==> src/rtl/uart_tx.sv <==
// UART transmit serializer: start bit, DATA_BITS data LSB-first, optional parity, STOP_BITS stop.
// Define UART_TX_PARITY_EN to insert the parity bit; PARITY_ODD then selects odd (1) or even (0).
module uart_tx #(
  parameter int DATA_BITS  = 8,
  parameter int STOP_BITS  = 1,
  parameter bit PARITY_ODD = 1'b0
) (
  input  logic                 clock,
  input  logic                 reset,
  input  logic                 baud_tick,
  input  logic [DATA_BITS-1:0] tx_data,
  input  logic                 tx_valid,
  output logic                 tx_ready,
  output logic                 tx,
  output logic                 tx_busy,
  output logic                 tx_done
);

`ifdef UART_TX_PARITY_EN
  typedef enum logic [2:0] {IDLE, SYNC, START, DATA, PARITY, STOP} state_t;
`else
  typedef enum logic [2:0] {IDLE, SYNC, START, DATA, STOP} state_t;
`endif

  localparam logic [2:0] LAST_DATA = 3'(DATA_BITS - 1);
  localparam logic [2:0] LAST_STOP = 3'(STOP_BITS - 1);

  state_t               state_q, state_d;
  logic [DATA_BITS-1:0] shift_q, shift_d;
  logic [2:0]           cnt_q, cnt_d;
  logic                 tx_q, tx_d;
  logic                 tx_ready_q, tx_ready_d;
  logic                 tx_busy_q, tx_busy_d;
  logic                 tx_done_q, tx_done_d;

`ifdef UART_TX_PARITY_EN
  logic                 parity_q, parity_d;
`else
  // PARITY_ODD has no effect when the frame carries no parity bit.
  logic                 unused_parity_odd;
  assign unused_parity_odd = PARITY_ODD;
`endif

  always_comb begin
    state_d    = state_q;
    shift_d    = shift_q;
    cnt_d      = cnt_q;
    tx_d       = tx_q;
    tx_ready_d = tx_ready_q;
    tx_busy_d  = tx_busy_q;
    tx_done_d  = 1'b0;
`ifdef UART_TX_PARITY_EN
    parity_d   = parity_q;
`endif
    case (state_q)
      IDLE: begin
        // A tick coinciding with the accept is ignored: SYNC waits for the next one.
        if (tx_valid && tx_ready_q) begin
          state_d    = SYNC;
          shift_d    = tx_data;
          cnt_d      = 3'd0;
          tx_d       = 1'b1;
          tx_ready_d = 1'b0;
          tx_busy_d  = 1'b1;
`ifdef UART_TX_PARITY_EN
          parity_d   = (^tx_data) ^ PARITY_ODD;
`endif
        end
      end
      SYNC: begin
        if (baud_tick) begin
          state_d = START;
          tx_d    = 1'b0;
        end
      end
      START: begin
        if (baud_tick) begin
          state_d = DATA;
          tx_d    = shift_q[0];
          cnt_d   = 3'd0;
        end
      end
      DATA: begin
        if (baud_tick) begin
          if (cnt_q == LAST_DATA) begin
            cnt_d   = 3'd0;
`ifdef UART_TX_PARITY_EN
            state_d = PARITY;
            tx_d    = parity_q;
`else
            state_d = STOP;
            tx_d    = 1'b1;
`endif
          end else begin
            shift_d = shift_q >> 1;
            cnt_d   = cnt_q + 3'd1;
            tx_d    = shift_q[1];
          end
        end
      end
`ifdef UART_TX_PARITY_EN
      PARITY: begin
        if (baud_tick) begin
          state_d = STOP;
          tx_d    = 1'b1;
          cnt_d   = 3'd0;
        end
      end
`endif
      STOP: begin
        if (baud_tick) begin
          if (cnt_q == LAST_STOP) begin
            state_d    = IDLE;
            cnt_d      = 3'd0;
            tx_ready_d = 1'b1;
            tx_busy_d  = 1'b0;
            tx_done_d  = 1'b1;
          end else begin
            cnt_d = cnt_q + 3'd1;
          end
        end
      end
      default: state_d = IDLE;
    endcase
  end

  always_ff @(posedge clock or negedge reset) begin
    if (!reset) begin
      state_q    <= IDLE;
      shift_q    <= '0;
      cnt_q      <= 3'd0;
      tx_q       <= 1'b1;
      tx_ready_q <= 1'b1;
      tx_busy_q  <= 1'b0;
      tx_done_q  <= 1'b0;
`ifdef UART_TX_PARITY_EN
      parity_q   <= 1'b0;
`endif
    end else begin
      state_q    <= state_d;
      shift_q    <= shift_d;
      cnt_q      <= cnt_d;
      tx_q       <= tx_d;
      tx_ready_q <= tx_ready_d;
      tx_busy_q  <= tx_busy_d;
      tx_done_q  <= tx_done_d;
`ifdef UART_TX_PARITY_EN
      parity_q   <= parity_d;
`endif
    end
  end

  assign tx       = tx_q;
  assign tx_ready = tx_ready_q;
  assign tx_busy  = tx_busy_q;
  assign tx_done  = tx_done_q;

endmodule

==> config.mk <==
export PLATFORM = sky130hd
export DESIGN_NAME = uart_tx
export DESIGN_NICKNAME = d
export VERILOG_FILES = /design/src/rtl/uart_tx.sv
export SDC_FILE = /design/constraint.sdc
export NUM_CORES = 1
export LEC_CHECK = 0
export CAP_MARGIN = 20
export CORE_MARGIN = 5
export CORE_UTILIZATION = 45
export DETAILED_ROUTE_END_ITERATION = 12
export GPL_ROUTABILITY_DRIVEN = 0
export PLACE_DENSITY = 0.73
export SYNTH_ARGS = -nofsm -noshare
export SYNTH_HDL_FRONTEND = slang
export SYNTH_SLANG_ARGS = --single-unit
==> constraint.sdc <==
create_clock -name clock -period 1.9 [get_ports clock]
set_input_delay 0.38 -clock clock [delete_from_list [all_inputs] [get_ports clock]]
set_output_delay 0.38 -clock clock [all_outputs]
set_load 0.005 [all_outputs]
==> reports/metrics.yaml <==
die:
  core_area_um2: 2150
  die_w_um: 56.9
  rows: 17
  dieArea_um2: 3230
  fp.dieH_um: 56.9
  floorplan.initialDensity: 0.460
  top_level_ports: 16
logic_synthesis:
  ys_ff_latch: 18
  syn-num-nets: 117
  ys_types: 35
  syn-cell-area_um2: 988
  ys.warnings.count: 0
  syn_inst: 102
  yosysSeqAreaShare: 0.458
  syn_avg_cell_area_um2: 9.69
timing:
  fin_ws_ps: 121
  period_minus_slack_ps: 1780
  fin_tns_setup_ps: 0
  max_freq_ghz: 0.562
  setup_viol: 0
  worst_slew_pin_slew_ps: 553
  rsz0062_at_grt: "false"
  slew_viol_final: 0
  finalHoldViolations: 0
  finClkSkew_ps: 5.12
  finalCritPeriodShare: 0.937
  relSlewSlack: 0.631
grt:
  grt_first_pass_wirelength_mm: 3.60
  grt_overflow: 0
  grt_max_degree: 19
  grt_usage: 0.139
  antenna_found_initial: 0
  grt_pass1_vias: 824
worst_setup_path:
  crit_buf_inv: 1
  path_class: "reg -> out"
  path_cells: "clkdlybuf4s50_1"
  arrival_ps: 1400
  crit_fanout: 4
  crit_path_max_incr_delay_ps: 600
  slowest_stage: "dfstp_2"
  critPathCaptureType: "output pin"
  critPathTopFamily: "flip-flops"
  required_ps: 1520
  critPathLaunchType: "flip-flop"
clock_tree:
  insertion_delay_ps: 290
  cts_root_buf: "clkbuf_4"
  post-cts-setup-buffers: 0
  cts.clk_slew.worst_paths_ps: 110
  cts_max_level: 1
  post_cts_resized: 0
  clock-sinks: 18
  numCtsBuffers: 3
  cts_hold_buf: 0
  cts_tree: "yes"
  cts_buffer_depth: 2
route:
  wirelength_mm: 1.82
  drtPass1Iterations: 4
  viasPerCell: 5.26
  num_vias: 779
  wl_per_cell_um: 12.3
  drtIter0Drc: 16
  drc: 0
  drtAntennaViolNets: 0
status:
  status: "finished clean"
placement:
  dp_hpwl_mm: 1.35
  dpl.cell_count: 144
  port_buffers: 15
  dp_worst_setup_slack_ps: 27.9
pwr:
  power_leakage_nw: 0.534
  powerDensity_nw_per_um2: 1510
  irDropWorstVdd_uv: 813
  power.total_mw: 1.83
layout:
  final_common_cell: "dfrtp_1"
  nNetsFinal: 136
  syn2layout_area_growth_pct: 22.5
  layout_common_cells: "dfrtp_1 (16), nand2_1 (15), clkdlybuf4s50_1 (15)"
  stdcell_count: 148
  num_antenna_cells: 0
  drive_above_1_share: 0.150
worst_hold_path:
  hp-class: "in -> async"
flow_run:
  cap_violations: 0
## cells in the mapped netlist
master	n	area (um^2)
a211oi_2	1	12.5
a21boi_0	1	7.51
a21oi_1	5	25.0
a2bb2oi_1	2	17.5
a31oi_1	5	31.3
a32o_1	1	10.0
and3b_2	1	10.0
and4_1	1	8.76
buf_2	5	25.0
buf_6	1	11.3
dfrtp_1	16	400
dfstp_2	2	52.6
ha_1	3	37.5
inv_1	5	18.8
mux2_2	1	11.3
mux2i_1	2	20.0
nand2_1	15	56.3
nand3_1	2	10.0
nand3b_1	1	7.51
nand3b_4	1	20.0
nand4b_1	1	8.76
nor2_1	12	45.0
nor2b_1	2	12.5
nor3_1	1	5.00
o211ai_1	1	7.51
o21a_1	1	7.51
o21ai_0	4	20.0
o21bai_1	1	7.51
o22a_1	1	8.76
o22ai_1	1	6.26
o31ai_1	2	15.0
o32ai_4	1	27.5
or2_2	1	6.26
or3_1	1	6.26
or3b_4	1	11.3
## metrics by stage
stage / util / area (um^2) / hold slack, ps
finish: 0.564 / 1210 / 400
global route: 0.564 / 1210 / 427
CTS: 0.564 / 1210 / 401
detailed placement: 0.547 / 1170 / 530
global placement: 0.547 / 1170 / 518
floorplan: - / 988 / 84.4
## state kept, by name, indices dropped and copies added, names as in the netlist
name      cells
tx            1
tx_done       1
tx_ready      1
state_q       3
shift_q       8
tx_busy       1
cnt_q         3
## final timing paths
kind                              end  startpoint  slack, ps  cells past startpoint
setup / recovery             tx_ready    tx_ready        120                      1
max in group asynchronous          tx       reset       1250                      2
hold / removal             state_q[0]       reset        400                      2
min in group clock         shift_q[3]  shift_q[4]        550                      2
hold reg to reg            shift_q[3]  shift_q[4]        550                      2
setup reg to reg           state_q[2]  state_q[2]        350                      3
## per-layer routing
layer	share of wire	vias up	track usage	routed length, um
met5	0	-	0	0
met4	0.0071	0	0.0629	13
met3	0.041	2	0.0299	75
met2	0.47	13	0.219	859
met1	0.48	371	0.179	875
li1	-	393	-	-
## power breakdown
part           internal (mW)  switching, mW  total (mW)
combinational          0.432          0.444       0.876
clock                  0.117          0.122       0.239
sequential             0.574          0.140       0.714
total                   1.12          0.706        1.83
## cell families after synthesis
family | after synthesis | synth area share
AOI/OAI and AO/OA | 27 | 0.206
buffers and inverters | 11 | 0.0557
adders and majority gates | 3 | 0.0380
muxes | 3 | 0.0316
DFF | 18 | 0.458
and+or+nand+nor | 40 | 0.210
## area by class of cell
class / count / area [um^2]
Multi-Input combinational cell: 73 / 480
Inverter: 5 / 18.8
Fill cell: 204 / 937
Tap cell: 28 / 35.0
Clock buffer: 4 / 36.3
Timing Repair Buffer: 20 / 188
Sequential cell: 18 / 453
No activity file was read; power rests on OpenSTA's default activity.
